===== src/rtl/axi_lite_reg_slave_if.sv =====
// AXI-Lite AW/W/B/AR/R channel bundle between a bus master and a register slave.
interface axi_lite_reg_slave_if #(
    parameter int ADDR_WIDTH = 32,
    parameter int DATA_WIDTH = 32
);
    logic [ADDR_WIDTH-1:0] AWADDR;
    logic                  AWVALID;
    logic                  AWREADY;
    logic [DATA_WIDTH-1:0] WDATA;
    logic                  WVALID;
    logic                  WREADY;
    logic [1:0]            BRESP;
    logic                  BVALID;
    logic                  BREADY;
    logic [ADDR_WIDTH-1:0] ARADDR;
    logic                  ARVALID;
    logic                  ARREADY;
    logic [DATA_WIDTH-1:0] RDATA;
    logic [1:0]            RRESP;
    logic                  RVALID;
    logic                  RREADY;

    modport master (
        output AWADDR, AWVALID, WDATA, WVALID, BREADY, ARADDR, ARVALID, RREADY,
        input  AWREADY, WREADY, BRESP, BVALID, ARREADY, RDATA, RRESP, RVALID
    );

    modport slave (
        input  AWADDR, AWVALID, WDATA, WVALID, BREADY, ARADDR, ARVALID, RREADY,
        output AWREADY, WREADY, BRESP, BVALID, ARREADY, RDATA, RRESP, RVALID
    );
endinterface


===== src/rtl/axi_lite_reg_slave.sv =====
// AXI-Lite register bank slave; top register is a read-only ID, all registers exported on reg_out.
// Latency: write response and read data one cycle after the completing handshake.
// Backpressure: one outstanding write and one outstanding read; READYs drop until B/R is taken.
module axi_lite_reg_slave #(
    parameter int          ADDR_WIDTH = 32,
    parameter int          DATA_WIDTH = 32,
    parameter int          NUM_REGS   = 16,
    parameter logic [31:0] ID_VALUE   = 32'hA71E_0001
) (
    input  logic                           ACLK,
    input  logic                           ARESETn,
    axi_lite_reg_slave_if.slave            s_axi,
    output logic [NUM_REGS*DATA_WIDTH-1:0] reg_out
);
    localparam int              IDX_W       = $clog2(NUM_REGS);
    localparam logic [1:0]      RESP_OKAY   = 2'b00;
    localparam logic [1:0]      RESP_SLVERR = 2'b10;
    localparam logic [IDX_W-1:0] ID_IDX     = IDX_W'(NUM_REGS - 1);

    // Any address bit above the register index makes the access out of range.
    function automatic logic addr_in_range(input logic [ADDR_WIDTH-1:0] a);
        return (a >> (2 + IDX_W)) == '0;
    endfunction

    logic                  rst_done;
    logic                  aw_held;
    logic                  w_held;
    logic [ADDR_WIDTH-1:0] aw_addr_q;
    logic [DATA_WIDTH-1:0] w_data_q;
    logic [DATA_WIDTH-1:0] regs [NUM_REGS-1];

    logic                  aw_hs;
    logic                  w_hs;
    logic                  ar_hs;
    logic                  commit;
    logic                  wr_ok;
    logic [ADDR_WIDTH-1:0] wr_addr;
    logic [DATA_WIDTH-1:0] wr_data;
    logic [IDX_W-1:0]      wr_idx;
    logic [IDX_W-1:0]      rd_idx;
    logic [DATA_WIDTH-1:0] rd_data;
    logic [1:0]            rd_resp;

    assign s_axi.AWREADY = rst_done & ~aw_held & ~s_axi.BVALID;
    assign s_axi.WREADY  = rst_done & ~w_held  & ~s_axi.BVALID;
    assign s_axi.ARREADY = rst_done & ~s_axi.RVALID;

    assign aw_hs = s_axi.AWVALID & s_axi.AWREADY;
    assign w_hs  = s_axi.WVALID  & s_axi.WREADY;
    assign ar_hs = s_axi.ARVALID & s_axi.ARREADY;

    // A held half takes priority over the bus so the commit uses what was accepted.
    always_comb begin
        wr_addr = aw_held ? aw_addr_q : s_axi.AWADDR;
        wr_data = w_held  ? w_data_q  : s_axi.WDATA;
        wr_idx  = wr_addr[2 +: IDX_W];
        commit  = (aw_held | aw_hs) & (w_held | w_hs);
        wr_ok   = addr_in_range(wr_addr) && (wr_idx != ID_IDX);
    end

    always_comb begin
        rd_idx  = s_axi.ARADDR[2 +: IDX_W];
        rd_data = '0;
        rd_resp = RESP_SLVERR;
        if (addr_in_range(s_axi.ARADDR)) begin
            rd_resp = RESP_OKAY;
            for (int i = 0; i < NUM_REGS - 1; i++) begin
                if (rd_idx == IDX_W'(i)) begin
                    rd_data = regs[i];
                end
            end
            if (rd_idx == ID_IDX) begin
                rd_data = DATA_WIDTH'(ID_VALUE);
            end
        end
    end

    always_ff @(posedge ACLK or negedge ARESETn) begin
        if (!ARESETn) begin
            rst_done <= 1'b0;
        end else begin
            rst_done <= 1'b1;
        end
    end

    always_ff @(posedge ACLK or negedge ARESETn) begin
        if (!ARESETn) begin
            aw_held   <= 1'b0;
            w_held    <= 1'b0;
            aw_addr_q <= '0;
            w_data_q  <= '0;
        end else begin
            if (aw_hs) begin
                aw_addr_q <= s_axi.AWADDR;
            end
            if (w_hs) begin
                w_data_q <= s_axi.WDATA;
            end
            if (commit) begin
                aw_held <= 1'b0;
                w_held  <= 1'b0;
            end else begin
                if (aw_hs) begin
                    aw_held <= 1'b1;
                end
                if (w_hs) begin
                    w_held <= 1'b1;
                end
            end
        end
    end

    always_ff @(posedge ACLK or negedge ARESETn) begin
        if (!ARESETn) begin
            for (int i = 0; i < NUM_REGS - 1; i++) begin
                regs[i] <= '0;
            end
        end else begin
            for (int i = 0; i < NUM_REGS - 1; i++) begin
                if (commit && wr_ok && (wr_idx == IDX_W'(i))) begin
                    regs[i] <= wr_data;
                end
            end
        end
    end

    // Commit only happens with BVALID low, so set and clear never collide.
    always_ff @(posedge ACLK or negedge ARESETn) begin
        if (!ARESETn) begin
            s_axi.BVALID <= 1'b0;
            s_axi.BRESP  <= 2'b00;
        end else if (commit) begin
            s_axi.BVALID <= 1'b1;
            s_axi.BRESP  <= wr_ok ? RESP_OKAY : RESP_SLVERR;
        end else if (s_axi.BVALID && s_axi.BREADY) begin
            s_axi.BVALID <= 1'b0;
        end
    end

    always_ff @(posedge ACLK or negedge ARESETn) begin
        if (!ARESETn) begin
            s_axi.RVALID <= 1'b0;
            s_axi.RDATA  <= '0;
            s_axi.RRESP  <= 2'b00;
        end else if (ar_hs) begin
            s_axi.RVALID <= 1'b1;
            s_axi.RDATA  <= rd_data;
            s_axi.RRESP  <= rd_resp;
        end else if (s_axi.RVALID && s_axi.RREADY) begin
            s_axi.RVALID <= 1'b0;
        end
    end

    for (genvar g = 0; g < NUM_REGS; g++) begin : g_reg_out
        if (g == NUM_REGS - 1) begin : g_id
            assign reg_out[g*DATA_WIDTH +: DATA_WIDTH] = DATA_WIDTH'(ID_VALUE);
        end else begin : g_rw
            assign reg_out[g*DATA_WIDTH +: DATA_WIDTH] = regs[g];
        end
    end

endmodule

===== src/flat_wrapper.sv =====
// flat-port wrapper written by rule: the top's interface ports become plain ports
module axi_lite_reg_slave_flat 
#(
    parameter int          ADDR_WIDTH = 32,
    parameter int          DATA_WIDTH = 32,
    parameter int          NUM_REGS   = 16,
    parameter logic [31:0] ID_VALUE   = 32'hA71E_0001
)
  (ACLK, ARESETn, reg_out, s_axi_AWADDR, s_axi_AWVALID, s_axi_WDATA, s_axi_WVALID, s_axi_BREADY, s_axi_ARADDR, s_axi_ARVALID, s_axi_RREADY, s_axi_AWREADY, s_axi_WREADY, s_axi_BRESP, s_axi_BVALID, s_axi_ARREADY, s_axi_RDATA, s_axi_RRESP, s_axi_RVALID);
  axi_lite_reg_slave_if #(.ADDR_WIDTH(ADDR_WIDTH), .DATA_WIDTH(DATA_WIDTH)) s_axi_i ();
  input  logic ACLK;
  input  logic ARESETn;
  output logic [NUM_REGS*DATA_WIDTH-1:0] reg_out;
  input wire logic [$bits(s_axi_i.AWADDR)-1:0] s_axi_AWADDR;
  input wire logic [$bits(s_axi_i.AWVALID)-1:0] s_axi_AWVALID;
  input wire logic [$bits(s_axi_i.WDATA)-1:0] s_axi_WDATA;
  input wire logic [$bits(s_axi_i.WVALID)-1:0] s_axi_WVALID;
  input wire logic [$bits(s_axi_i.BREADY)-1:0] s_axi_BREADY;
  input wire logic [$bits(s_axi_i.ARADDR)-1:0] s_axi_ARADDR;
  input wire logic [$bits(s_axi_i.ARVALID)-1:0] s_axi_ARVALID;
  input wire logic [$bits(s_axi_i.RREADY)-1:0] s_axi_RREADY;
  output wire logic [$bits(s_axi_i.AWREADY)-1:0] s_axi_AWREADY;
  output wire logic [$bits(s_axi_i.WREADY)-1:0] s_axi_WREADY;
  output wire logic [$bits(s_axi_i.BRESP)-1:0] s_axi_BRESP;
  output wire logic [$bits(s_axi_i.BVALID)-1:0] s_axi_BVALID;
  output wire logic [$bits(s_axi_i.ARREADY)-1:0] s_axi_ARREADY;
  output wire logic [$bits(s_axi_i.RDATA)-1:0] s_axi_RDATA;
  output wire logic [$bits(s_axi_i.RRESP)-1:0] s_axi_RRESP;
  output wire logic [$bits(s_axi_i.RVALID)-1:0] s_axi_RVALID;
  assign s_axi_i.AWADDR = s_axi_AWADDR;
  assign s_axi_i.AWVALID = s_axi_AWVALID;
  assign s_axi_i.WDATA = s_axi_WDATA;
  assign s_axi_i.WVALID = s_axi_WVALID;
  assign s_axi_i.BREADY = s_axi_BREADY;
  assign s_axi_i.ARADDR = s_axi_ARADDR;
  assign s_axi_i.ARVALID = s_axi_ARVALID;
  assign s_axi_i.RREADY = s_axi_RREADY;
  assign s_axi_AWREADY = s_axi_i.AWREADY;
  assign s_axi_WREADY = s_axi_i.WREADY;
  assign s_axi_BRESP = s_axi_i.BRESP;
  assign s_axi_BVALID = s_axi_i.BVALID;
  assign s_axi_ARREADY = s_axi_i.ARREADY;
  assign s_axi_RDATA = s_axi_i.RDATA;
  assign s_axi_RRESP = s_axi_i.RRESP;
  assign s_axi_RVALID = s_axi_i.RVALID;
  axi_lite_reg_slave #(.ADDR_WIDTH(ADDR_WIDTH), .DATA_WIDTH(DATA_WIDTH), .NUM_REGS(NUM_REGS), .ID_VALUE(ID_VALUE)) u_core (.ACLK(ACLK), .ARESETn(ARESETn), .s_axi(s_axi_i), .reg_out(reg_out));
endmodule

===== config.mk =====
export PLATFORM = sky130hd
export DESIGN_NAME = axi_lite_reg_slave_flat
export DESIGN_NICKNAME = d
export VERILOG_FILES = /design/src/rtl/axi_lite_reg_slave_if.sv /design/src/rtl/axi_lite_reg_slave.sv /design/src/flat_wrapper.sv
export SDC_FILE = /design/constraint.sdc
export NUM_CORES = 1
export LEC_CHECK = 0
export ABC_AREA = 0
export CORE_AREA = 2 2 258 260
export CTS_CLUSTER_SIZE = 40
export DETAILED_ROUTE_END_ITERATION = 8
export DIE_AREA = 0 0 260 262
export GPL_TIMING_DRIVEN = 1
export PLACE_DENSITY = 0.76
export SLEW_MARGIN = 20
export SYNTH_ARGS = -nofsm -noshare
export SYNTH_HDL_FRONTEND = slang
export SYNTH_SLANG_ARGS = --single-unit

===== constraint.sdc =====
create_clock -name ACLK -period 3.9 [get_ports ACLK]
set_clock_uncertainty 0.15 [all_clocks]
set_input_delay 0.39 -clock ACLK [delete_from_list [all_inputs] [get_ports ACLK]]
set_output_delay 0.39 -clock ACLK [all_outputs]
set_load 0.1 [all_outputs]

==> results of run 1 <==
sequential cells by signal, summed over array words and instances (netlist names), 30 cells and up:
name                flops
u_core.w_data_q        32
u_core.s_axi.RDATA     32
u_core.reg_out        480
u_core.aw_addr_q       30
layout make-up:
cell class | count | area [um2] | share of cell area
clock buffer | 89 | 1870 | 0.0508
clock inverter | 28 | 370 | 0.0101
inverter | 16 | 60.1 | 0.00163
multi-input combinational | 1287 | 11900 | 0.323
sequential | 581 | 14500 | 0.395
tap | 864 | 1080 | 0.0293
timing repair buffer | 699 | 7010 | 0.190
per-stage QoR:
stage / instances / setup slack (ns) / total power, mW
after floorplan: 2092 / 0.213 / 8.27
after global placement: 3446 / 0.444 / 9.05
after detailed placement: 3446 / 0.463 / 9.18
after CTS: 3564 / 0.737 / 15.6
after global routing: 3564 / 0.628 / 16.1
final: 3564 / 0.742 / 15.6
routing by layer:
layer | wire (um) | part of all wire | vias up | global-route usage
li1 | - | - | 8763 | -
met1 | 40600 | 0.38 | 11000 | 0.380
met2 | 50000 | 0.47 | 1205 | 0.492
met3 | 10800 | 0.10 | 314 | 0.0998
met4 | 5670 | 0.053 | 2 | 0.148
met5 | 8 | 0.000075 | - | 0
placed cells by master, fill, tap and decap left out, types with 8 or more instances in the layout:
master,count
clkdlybuf4s50_1,609
mux2_1,90
clkinv_2,12
clkbuf_8,10
a221oi_1,23
a31oi_1,13
o22ai_1,13
o221ai_1,31
conb_1,35
mux4_2,31
dfrtp_1,580
inv_1,14
nand3_1,8
o21ai_0,58
o2bb2ai_1,16
nor2_1,34
nor3_1,8
a221o_1,17
o211ai_1,16
clkbuf_16,68
a211oi_4,15
buf_12,18
nor2b_1,14
a21o_1,13
a22oi_1,19
a21oi_1,39
mux2_2,522
clkbuf_1,12
nor4_1,16
buf_4,67
nand2_1,99
mux2i_1,37
or2_2,15
where the power goes:
group | switching [mW] | leakage, nW | total [mW] | internal (mW)
registers | 0.202 | 7.97 | 6.58 | 6.38
clock network | 2.60 | 1.11 | 6.46 | 3.85
logic | 1.73 | 7.50 | 2.54 | 0.805
total | 4.54 | 16.6 | 15.6 | 11.0
synth_stat cells (9+ instances only):
cell / count / area share
a31oi_1: 13 / 0.0030
mux2_1: 90 / 0.037
nor2_1: 39 / 0.0053
or2_2: 15 / 0.0034
buf_6: 16 / 0.0066
a211oi_4: 9 / 0.0066
nor3_1: 9 / 0.0016
a221oi_1: 23 / 0.0074
nor2b_1: 16 / 0.0037
a221o_1: 17 / 0.0062
a21oi_1: 39 / 0.0071
o221ai_1: 32 / 0.010
a22oi_1: 19 / 0.0052
mux4_2: 31 / 0.025
o21ai_0: 58 / 0.011
mux2_2: 522 / 0.21
buf_2: 27 / 0.0049
inv_1: 15 / 0.0021
clkbuf_1: 98 / 0.013
buf_1: 20 / 0.0027
nor4_1: 16 / 0.0037
dfrtp_1: 581 / 0.53
mux2i_1: 37 / 0.014
o2bb2ai_1: 16 / 0.0051
buf_4: 47 / 0.013
o22ai_1: 13 / 0.0030
nand2_1: 100 / 0.014
o211ai_1: 16 / 0.0044
a21o_1: 13 / 0.0036
worst max path at each step:
| stage | start | end | slack [ns] | cells after the start |
|---|---|---|---|---|
| 3_3_place_gp | s_axi_AWADDR[14] | u_core.reg_out[4] | 0.44 | 8 |
| 6_report | u_core.aw_held | u_core.reg_out[106] | 0.74 | 7 |
| 5_1_grt | u_core.aw_held | u_core.reg_out[106] | 0.63 | 7 |
| 4_1_cts | u_core.aw_held | u_core.reg_out[107] | 0.74 | 7 |
| 2_1_floorplan | u_core.s_axi.BVALID | u_core.w_data_q[10] | 0.21 | 7 |
| 3_5_place_dp | s_axi_AWADDR[14] | u_core.reg_out[6] | 0.46 | 8 |
cells by family (layout without fill, tap and decap cells):
logic type / Yosys count / after routing / share of synthesized area
simple gates: 247 / 247 / 0.0449
flops: 581 / 581 / 0.531
mux: 680 / 680 / 0.290
compound gates: 325 / 325 / 0.0911
buf+inv: 224 / 832 / 0.0427
other cells: 2 / 35 / 0.000274
critical path, cell delays in order, from the launching register on:
cell and delay [ns]:
dfrtp_1 0.42, buf_4 0.27, and3b_1 0.21, a31oi_1 0.27
o2111ai_1 0.46, a211oi_4 0.36, buf_4 0.45, mux2_2 0.40
==> metrics.md, run 1 <==
| Metric | Value |
|---|---|
| Outcome | finished, final reports clean |
| GRT Overall Usage | 0.308 |
| Ports | 656 |
| Final Hold Vio Count | 0 |
| Ant diodes | 0 |
| Die area | 68100 um2 |
| Primary FF master, synth | dfrtp_1 |
| Crit Path Category | register to register |
| Worst-path fanout max | 20 |
| Avg Inst Size Synth | 13.3 um2 |
| F_max | 317 MHz |
| Final Instance Area | 36800 um2 |
| Launching point of the worst reg2reg path | u_core.aw_held |
| FP Rows | 94 |
| Number of nets still failing antenna checks after routing | 0 |
| Area after DPL | 34600 um2 |
| Post-CTS sizing | 0 |
| Hold_buf cts | 1 |
| Max_cap viols | 0 |
| Endpoint type of the worst setup path | register |
| RD Place Congestion | 0.909 |
| Synth Register Bits | 581 |
| Remaining global-route overflow | 0 |
| Worst-Skew Late Latency | 0.61 ns |
| Hold endpoint | u_core.s_axi.RVALID |
| Share of the yosys chip area belonging to registers | 0.531 |
| Hold path start | s_axi_RREADY |
| Std-Cell Core Area | 65300 um2 |
| Ys async rst share | 1.00 |
| Cell depth of the worst hold path | 2 |
| CTS root buffer | clkbuf_16 |
| Fin util | 0.564 |
| Pin count of the biggest net entering global routing | 115 |
| Via Count | 21300 |
| Hold_ws | 0.217 ns |
| Fillers | 5255 |
| HP Class | input port to register |
| Routed length per instance | 30.0 um |
| Die W | 260 um |
| Starting density of the core | 0.420 |
| CTS tree | built |
| Drt drc | 0 |
| Max-slew violations | 0 |
| Setup bufs post-CTS | 0 |
| Nets | 2754 |
| DP HPWL | 74200 um |
| Startpoint types | register |
| Cells after Synth | 2059 |
| Total Wirelength | 107000 um |
| Via-to-Cell Ratio | 5.98 |
| Number of global-route vias before repair | 22000 |
| Final period util | 0.810 |
| IO buf count | 617 |
| Required time of the critical path | 4.23 ns |
| Initial DRT Pass Iterations | 5 |
| # H-tree levels | 3 |
| Leak pwr | 16.6 nW |
| Area Overhead vs Synth | 34.4% |
| Reg-to-Reg End | u_core.reg_out[106] |
| Clk slew on worst S/H paths | 0.06 ns |
| PD cells | 423 nW/um2 |
| CTS Buf Count | 66 |
| Flop2flop setup slack | 0.74 ns |
| 1st-iter DRT viols | 1861 |
| Yosys cell types | 71 |
| First-pass GRT wire length | 153000 um |
| Initial antenna violation count | 3 |
| Tightest Pin Transition | 1.17 ns |
| Cell Area, Synth | 27400 um2 |
| R2R depth | 7 |
| Max Buffers Root-to-Sink | 3 |
| Die height | 262 um |
| Post-layout min period | 3.16 ns |
| Headroom to the max-slew limit | 0.218 |
| Crit path DAT | 3.49 ns |
| Setup TNS Final | 0 ns |
| Unrepaired setup endpoints after global routing | no |
| Max rail drop VDD | 0.468 mV |
| Sink count of the clock tree | 581 |
| Synth warnings | 0 |
| EDFF count, synth | 0 |
| Final setup vio count | 0 |
| Fraction of layout cells with a size suffix above 1 | 0.296 |
(Power assumes the default switching activity.)
==> inputs of run 2 (changes only) <==
clock period = 3 ns   (was 3.9 ns; I/O delays follow)
==> metrics.md, run 2 (synthesis gave the netlist of run 1 again) <==
| Metric | Value |
|---|---|
| Number of nets still failing antenna checks after routing | 0 (unchanged) |
| Hold_ws | 0.115 ns (was 0.217 ns) |
| Met3 WL | 10500 um (was 10800 um) |
| Fillers | 5253 (was 5255) |
| Met2 wire len | 51600 um (was 50000 um) |
| Total Wirelength | 110000 um (was 107000 um) |
| Endpoint type of the worst setup path | register (unchanged) |
| Nets | 2793 (was 2754) |
| Worst-Skew Late Latency | 0.62 ns (was 0.61 ns) |
| FP Rows | 94 (unchanged) |
| Routed length per instance | 30.4 um (was 30.0 um) |
| Sink count of the clock tree | 581 (unchanged) |
| Sw Share | 0.292 (was 0.291) |
| First-pass GRT wire length | 154000 um (was 153000 um) |
| DP HPWL | 76900 um (was 74200 um) |
| Launching point of the worst reg2reg path | u_core.aw_addr_q[6] (was u_core.aw_held) |
| Setup TNS Final | 0 ns (unchanged) |
| R2R depth | 6 (was 7) |
| Pin count of the biggest net entering global routing | 92 (was 115) |
| P_int | 14.5 mW (was 11.0 mW) |
| Final Hold Vio Count | 0 (unchanged) |
| Clk slew on worst S/H paths | 0.05 ns (was 0.06 ns) |
| Number of global-route vias before repair | 22000 (about the same) |
| Crit Path Category | register to register (unchanged) |
| HP Class | input port to asynchronous set/reset pin (was input port to register) |
| Post-layout min period | 2.89 ns (was 3.16 ns) |
| Wire length on met1 | 41600 um (was 40600 um) |
| Max rail drop VDD | 0.469 mV (was 0.468 mV) |
| GRT Overall Usage | 0.313 (was 0.308) |
| Crit path DAT | 3.23 ns (was 3.49 ns) |
| Std-Cell Core Area | 65300 um2 (unchanged) |
| Area Overhead vs Synth | 32.5% (was 34.4%) |
| Reg-to-Reg End | u_core.reg_out[283] (was u_core.reg_out[106]) |
| Flop2flop setup slack | 0.11 ns (was 0.74 ns) |
| Die W | 260 um (unchanged) |
| Dpl ws | -0.202 ns (was 0.463 ns) |
| Max-slew violations | 0 (unchanged) |
| # H-tree levels | 3 (unchanged) |
| Via Count | 21700 (was 21300) |
| Fraction of layout cells with a size suffix above 1 | 0.496 (was 0.296) |
| Max_cap viols | 0 (unchanged) |
| Initial DRT Pass Iterations | 6 (was 5) |
| 1st-iter DRT viols | 2120 (was 1861) |
| Most common cell after layout, fill and taps aside | buf_4 (was clkdlybuf4s50_1) |
| Tightest Pin Transition | 1.26 ns (was 1.17 ns) |
| Via-to-Cell Ratio | 6.01 (was 5.98) |
| Remaining global-route overflow | 0 (unchanged) |
| F_max | 346 MHz (was 317 MHz) |
| Required time of the critical path | 3.34 ns (was 4.23 ns) |
| Starting density of the core | 0.420 (unchanged) |
| Placed instance count | 3479 (was 3446) |
| Clock power frac | 0.418 (was 0.415) |
| Initial antenna violation count | 4 (was 3) |
| Combinational power share | 0.162 (was 0.163) |
| IO buf count | 617 (unchanged) |
| Power Total | 20.4 mW (was 15.6 mW) |
| Seq pwr share | 0.420 (was 0.423) |
| Outcome | finished, final reports clean (unchanged) |
| Final period util | 0.965 (was 0.810) |
| Max Used Layer | met5 (unchanged) |
| CTS root buffer | clkbuf_16 (unchanged) |
| Most frequent cells in the layout | buf_4 (589), dfrtp_1 (580), mux2_2 (522) (was clkdlybuf4s50_1 (609), dfrtp_1 (580), mux2_2 (522)) |
| Headroom to the max-slew limit | 0.156 (was 0.218) |
| PD cells | 563 nW/um2 (was 423 nW/um2) |
| CTS Buf Count | 67 (was 66) |
| Drt drc | 0 (unchanged) |
| Max Buffers Root-to-Sink | 3 (unchanged) |
| Die area | 68100 um2 (unchanged) |
| Final setup vio count | 0 (unchanged) |
| Leak pwr | 18.0 nW (was 16.6 nW) |
| Die height | 262 um (unchanged) |
| Final cell count without fillers | 3610 (was 3564) |
| Ports | 656 (unchanged) |
| Startpoint types | register (unchanged) |
| Unrepaired setup endpoints after global routing | no (unchanged) |
| Final worst setup slack | 0.106 ns (was 0.742 ns) |
| Crit path launch | u_core.aw_addr_q[6] (was u_core.aw_held) |
| CTS tree | built (unchanged) |
| Max reg flops | 480 (unchanged) |
| RD Place Congestion | 0.897 (was 0.909) |
| Worst-path fanout max | 26 (was 20) |
| Switching Power | 5.97 mW (was 4.54 mW) |
## run 2: changes by cell type in the layout (fill, tap and decap cells not counted), sizes merged
cell           before  now
bufinv              7    6
buf                88  640
diode               0    3
clkdlybuf4s50     609   93
clkbuf             90   99
inv                19   18
## run 2: power groups by stage
stage               Sequential, mW  Combinational [mW]  Clock (mW)
floorplan                     8.65                2.11           0
global placement              8.67                3.17           0
detailed placement            8.71                3.27           0
CTS                           8.57                3.28        8.63
global route                  8.63                3.51        8.94
finish                        8.58                3.32        8.54
## run 2: worst max path at each step
stage | cells past startpoint | end | slack [ns]
2_1_floorplan | 7 | u_core.reg_out[86] | 0.006
3_3_place_gp | 8 | u_core.reg_out[360] | -0.16
3_5_place_dp | 8 | u_core.reg_out[361] | -0.20
4_1_cts | 6 | u_core.reg_out[62] | 0.01
5_1_grt | 7 | u_core.reg_out[112] | 0.02
6_report | 6 | u_core.reg_out[283] | 0.11
## run 2: critical path, stage by stage, from the launching register on
cell and delay [ns]:
dfrtp_1 0.38, or4b_1 0.52, or4_4 0.52, buf_12 0.20, a211oi_4 0.31, buf_12 0.30
mux2_2 0.38
## run 2: metrics by stage
step                 util  cell area [um2]
floorplan               -            27500
detailed placement  0.519            33900
global route        0.556            36300
finish              0.556            36300
CTS                 0.554            36200
global placement    0.519            33900
## run 2: timing repair
action,4_1_cts,5_1_grt
resized for setup,0,5
hold buffers,1,0
buffers inserted,0,3
hold endpoints to repair,83,0
setup endpoints to repair,0,52
## run 2: final cells by class
class	count	area (um2)	share of cell area
clock buffers	96	1960	0.0539
clock inverters	26	335	0.00924
well taps	864	1080	0.0298
repair buffers	737	6390	0.176
diodes	3	7.51	0.000207
multi-input cells	1287	11900	0.329
flip-flops and latches	581	14500	0.401
inverters	16	60.1	0.00165
## run 2: layer usage
| metal | global-route usage | vias up |
|---|---|---|
| li1 | - | 8832 |
| met1 | 0.388 | 11200 |
| met2 | 0.505 | 1287 |
| met3 | 0.0829 | 346 |
| met4 | 0.164 | 2 |
| met5 | 0 | - |
==> inputs of run 3 (changes only) <==
ABC_AREA = unset   (was 0)
CORE_AREA = 2 2 252 254   (was 2 2 258 260)
DIE_AREA = 0 0 254 256   (was 0 0 260 262)
PLACE_DENSITY = 0.79   (was 0.76)
==> metrics.md, run 3 (synthesis gave the netlist of run 1 again) <==
| Metric | Value |
|---|---|
| Die area | 65000 um2 (was 68100 um2) |
| Worst-path fanout max | 23 (was 26) |
| Area after DPL | 33800 um2 (was 33900 um2) |
| Starting density of the core | 0.439 (was 0.420) |
| DP HPWL | 76700 um (was 76900 um) |
| Max_cap viols | 0 (unchanged) |
| WP buf/inv | 2 (unchanged) |
| FP Rows | 92 (was 94) |
| Crit path launch | u_core.aw_addr_q[6] (unchanged) |
| Nets | 2790 (was 2793) |
| F_max | 333 MHz (was 346 MHz) |
| Number of nets still failing antenna checks after routing | 0 (unchanged) |
| Most common cell after layout, fill and taps aside | buf_4 (unchanged) |
| Outcome | finished with violations (was finished, final reports clean) |
| Final period util | 1.00 (was 0.965) |
| Remaining global-route overflow | 0 (unchanged) |
| R2R depth | 6 (unchanged) |
| Max rail drop VDD | 0.839 mV (was 0.469 mV) |
| Max reg flops | 480 (unchanged) |
| Final Instance Area | 36100 um2 (was 36300 um2) |
| Via-to-Cell Ratio | 6.10 (was 6.01) |
| Unrepaired setup endpoints after global routing | yes (was no) |
| PD cells | 557 nW/um2 (was 563 nW/um2) |
| Top Family by Delay on Critical Path | simple AND/OR/NAND/NOR gates (unchanged) |
| Routed length per instance | 30.1 um (was 30.4 um) |
| Failing checks | setup timing |
| 1st-iter DRT viols | 1885 (was 2120) |
| HP Class | input port to register (was input port to asynchronous set/reset pin) |
| Crit path DAT | 3.33 ns (was 3.23 ns) |
| Worst-Skew Late Latency | 0.62 ns (about the same) |
| Leak pwr | 17.9 nW (was 18.0 nW) |
| Die height | 256 um (was 262 um) |
| Headroom to the max-slew limit | 0.247 (was 0.156) |
| Die W | 254 um (was 260 um) |
| Area Overhead vs Synth | 31.8% (was 32.5%) |
| Final setup vio count | 1 (was 0) |
| Clk slew on worst S/H paths | 0.06 ns (was 0.05 ns) |
| Flop2flop setup slack | -0.002 ns (was 0.11 ns) |
| CTS root buffer | clkbuf_16 (unchanged) |
| Crit-path cells | or4b_1, or4_4, buf_12, a211oi_4, buf_12, mux2_2 (unchanged) |
| CP Capture Point | u_core.reg_out[293] (was u_core.reg_out[283]) |
| Hold_ws | 0.110 ns (was 0.115 ns) |
| Via Count | 21900 (was 21700) |
| Max-slew violations | 0 (unchanged) |
| Initial DRT Pass Iterations | 6 (unchanged) |
| Post-layout min period | 3.00 ns (was 2.89 ns) |
| Critical path's largest stage delay | 0.58 ns (was 0.52 ns) |
| Sink count of the clock tree | 581 (unchanged) |
| Slowest cell on the critical path | or4b_1 (unchanged) |
| CP Depth | 6 (unchanged) |
| First-pass GRT wire length | 154000 um (about the same) |
| Ports | 656 (unchanged) |
| Number of global-route vias before repair | 22400 (was 22000) |
| Pin count of the biggest net entering global routing | 106 (was 92) |
| # H-tree levels | 3 (unchanged) |
| Most frequent cells in the layout | buf_4 (593), dfrtp_1 (580), mux2_2 (521) (was buf_4 (589), dfrtp_1 (580), mux2_2 (522)) |
| Tightest Pin Transition | 1.13 ns (was 1.26 ns) |
| Endpoint type of the worst setup path | register (unchanged) |
| CP most frequent cell | buf_12 (unchanged) |
| Final worst setup slack | -0.00160 ns (was 0.106 ns) |
| Required time of the critical path | 3.33 ns (was 3.34 ns) |
| CTS Buf Count | 66 (was 67) |
| CTS tree | built (unchanged) |
| Total Wirelength | 108000 um (was 110000 um) |
| Crit Path Category | register to register (unchanged) |
| Reg-to-Reg End | u_core.reg_out[293] (was u_core.reg_out[283]) |
| Initial antenna violation count | 7 (was 4) |
| Std-Cell Core Area | 62400 um2 (was 65300 um2) |
| Launching point of the worst reg2reg path | u_core.aw_addr_q[6] (unchanged) |
| Fraction of layout cells with a size suffix above 1 | 0.495 (was 0.496) |
| Final Hold Vio Count | 0 (unchanged) |
| GRT Overall Usage | 0.325 (was 0.313) |
| Fillers | 4950 (was 5253) |
| Max Buffers Root-to-Sink | 3 (unchanged) |
| Startpoint types | register (unchanged) |
| Drt drc | 0 (unchanged) |
| IO buf count | 617 (unchanged) |
| RD Place Congestion | 0.900 (was 0.897) |
[run 3: how the worst min path moves through the flow]
| stage | endpoint | slack [ns] | start | depth (start not counted) |
|---|---|---|---|---|
| after floorplan | u_core.aw_addr_q[10] | -0.15 | ARESETn | 0 |
| after CTS | u_core.s_axi.BVALID | 0.08 | s_axi_BREADY | 2 |
| after global routing | u_core.s_axi.BVALID | 0.12 | s_axi_BREADY | 2 |
| final | u_core.s_axi.BVALID | 0.11 | s_axi_BREADY | 2 |
| after global placement | u_core.rst_done | 0.19 | ARESETn | 1 |
| after detailed placement | u_core.rst_done | 0.19 | ARESETn | 1 |
[run 3: final cells by class]
cell class,instances,area (um2),share of cell area
Timing Repair Buffer,735,6290,0.174
Tap cell,846,1060,0.0293
Clock inverter,24,314,0.00870
Sequential cell,581,14500,0.403
Antenna cell,4,10.0,0.000277
Clock buffer,90,1870,0.0519
Inverter,16,60.1,0.00166
Multi-Input combinational cell,1287,12000,0.331
[run 3: layer usage]
layer  global-route usage  part of all wire  up-vias
met2                0.513              0.47     1344
met4                0.167             0.055        4
met1                0.409              0.38    11400
met5                    0           0.00025        -
li1                     -                 -     8827
met3               0.0918              0.10      312
[run 3: where the power goes]
part / total (mW) / internal, mW / switching (mW)
logic: 3.35 / 1.09 / 2.26
registers: 8.56 / 8.29 / 0.269
clock network: 8.20 / 4.78 / 3.42
[run 3: stage by stage]
| stage | setup TNS [ns] | utilization | setup WS [ns] | instances | power [mW] |
|---|---|---|---|---|---|
| after floorplan | 0 | - | 0.00599 | 2092 | 10.8 |
| after global placement | -145.08 | 0.542 | -0.387 | 3461 | 11.8 |
| after detailed placement | -156.23 | 0.542 | -0.435 | 3461 | 12.0 |
| after CTS | 0 | 0.578 | 0.00153 | 3578 | 20.2 |
| after global routing | -0.155 | 0.579 | -0.0207 | 3583 | 20.8 |
| final | -0.00160 | 0.579 | -0.00160 | 3583 | 20.1 |
[run 3: repair_timing]
action,4_1_cts,5_1_grt
gates cloned,0,1
pin swaps,1,3
gates resized for setup,3,6
setup buffers,2,0
endpoints found under the setup margin,375,249
hold buffers,1,0
hold endpoints to repair,59,0
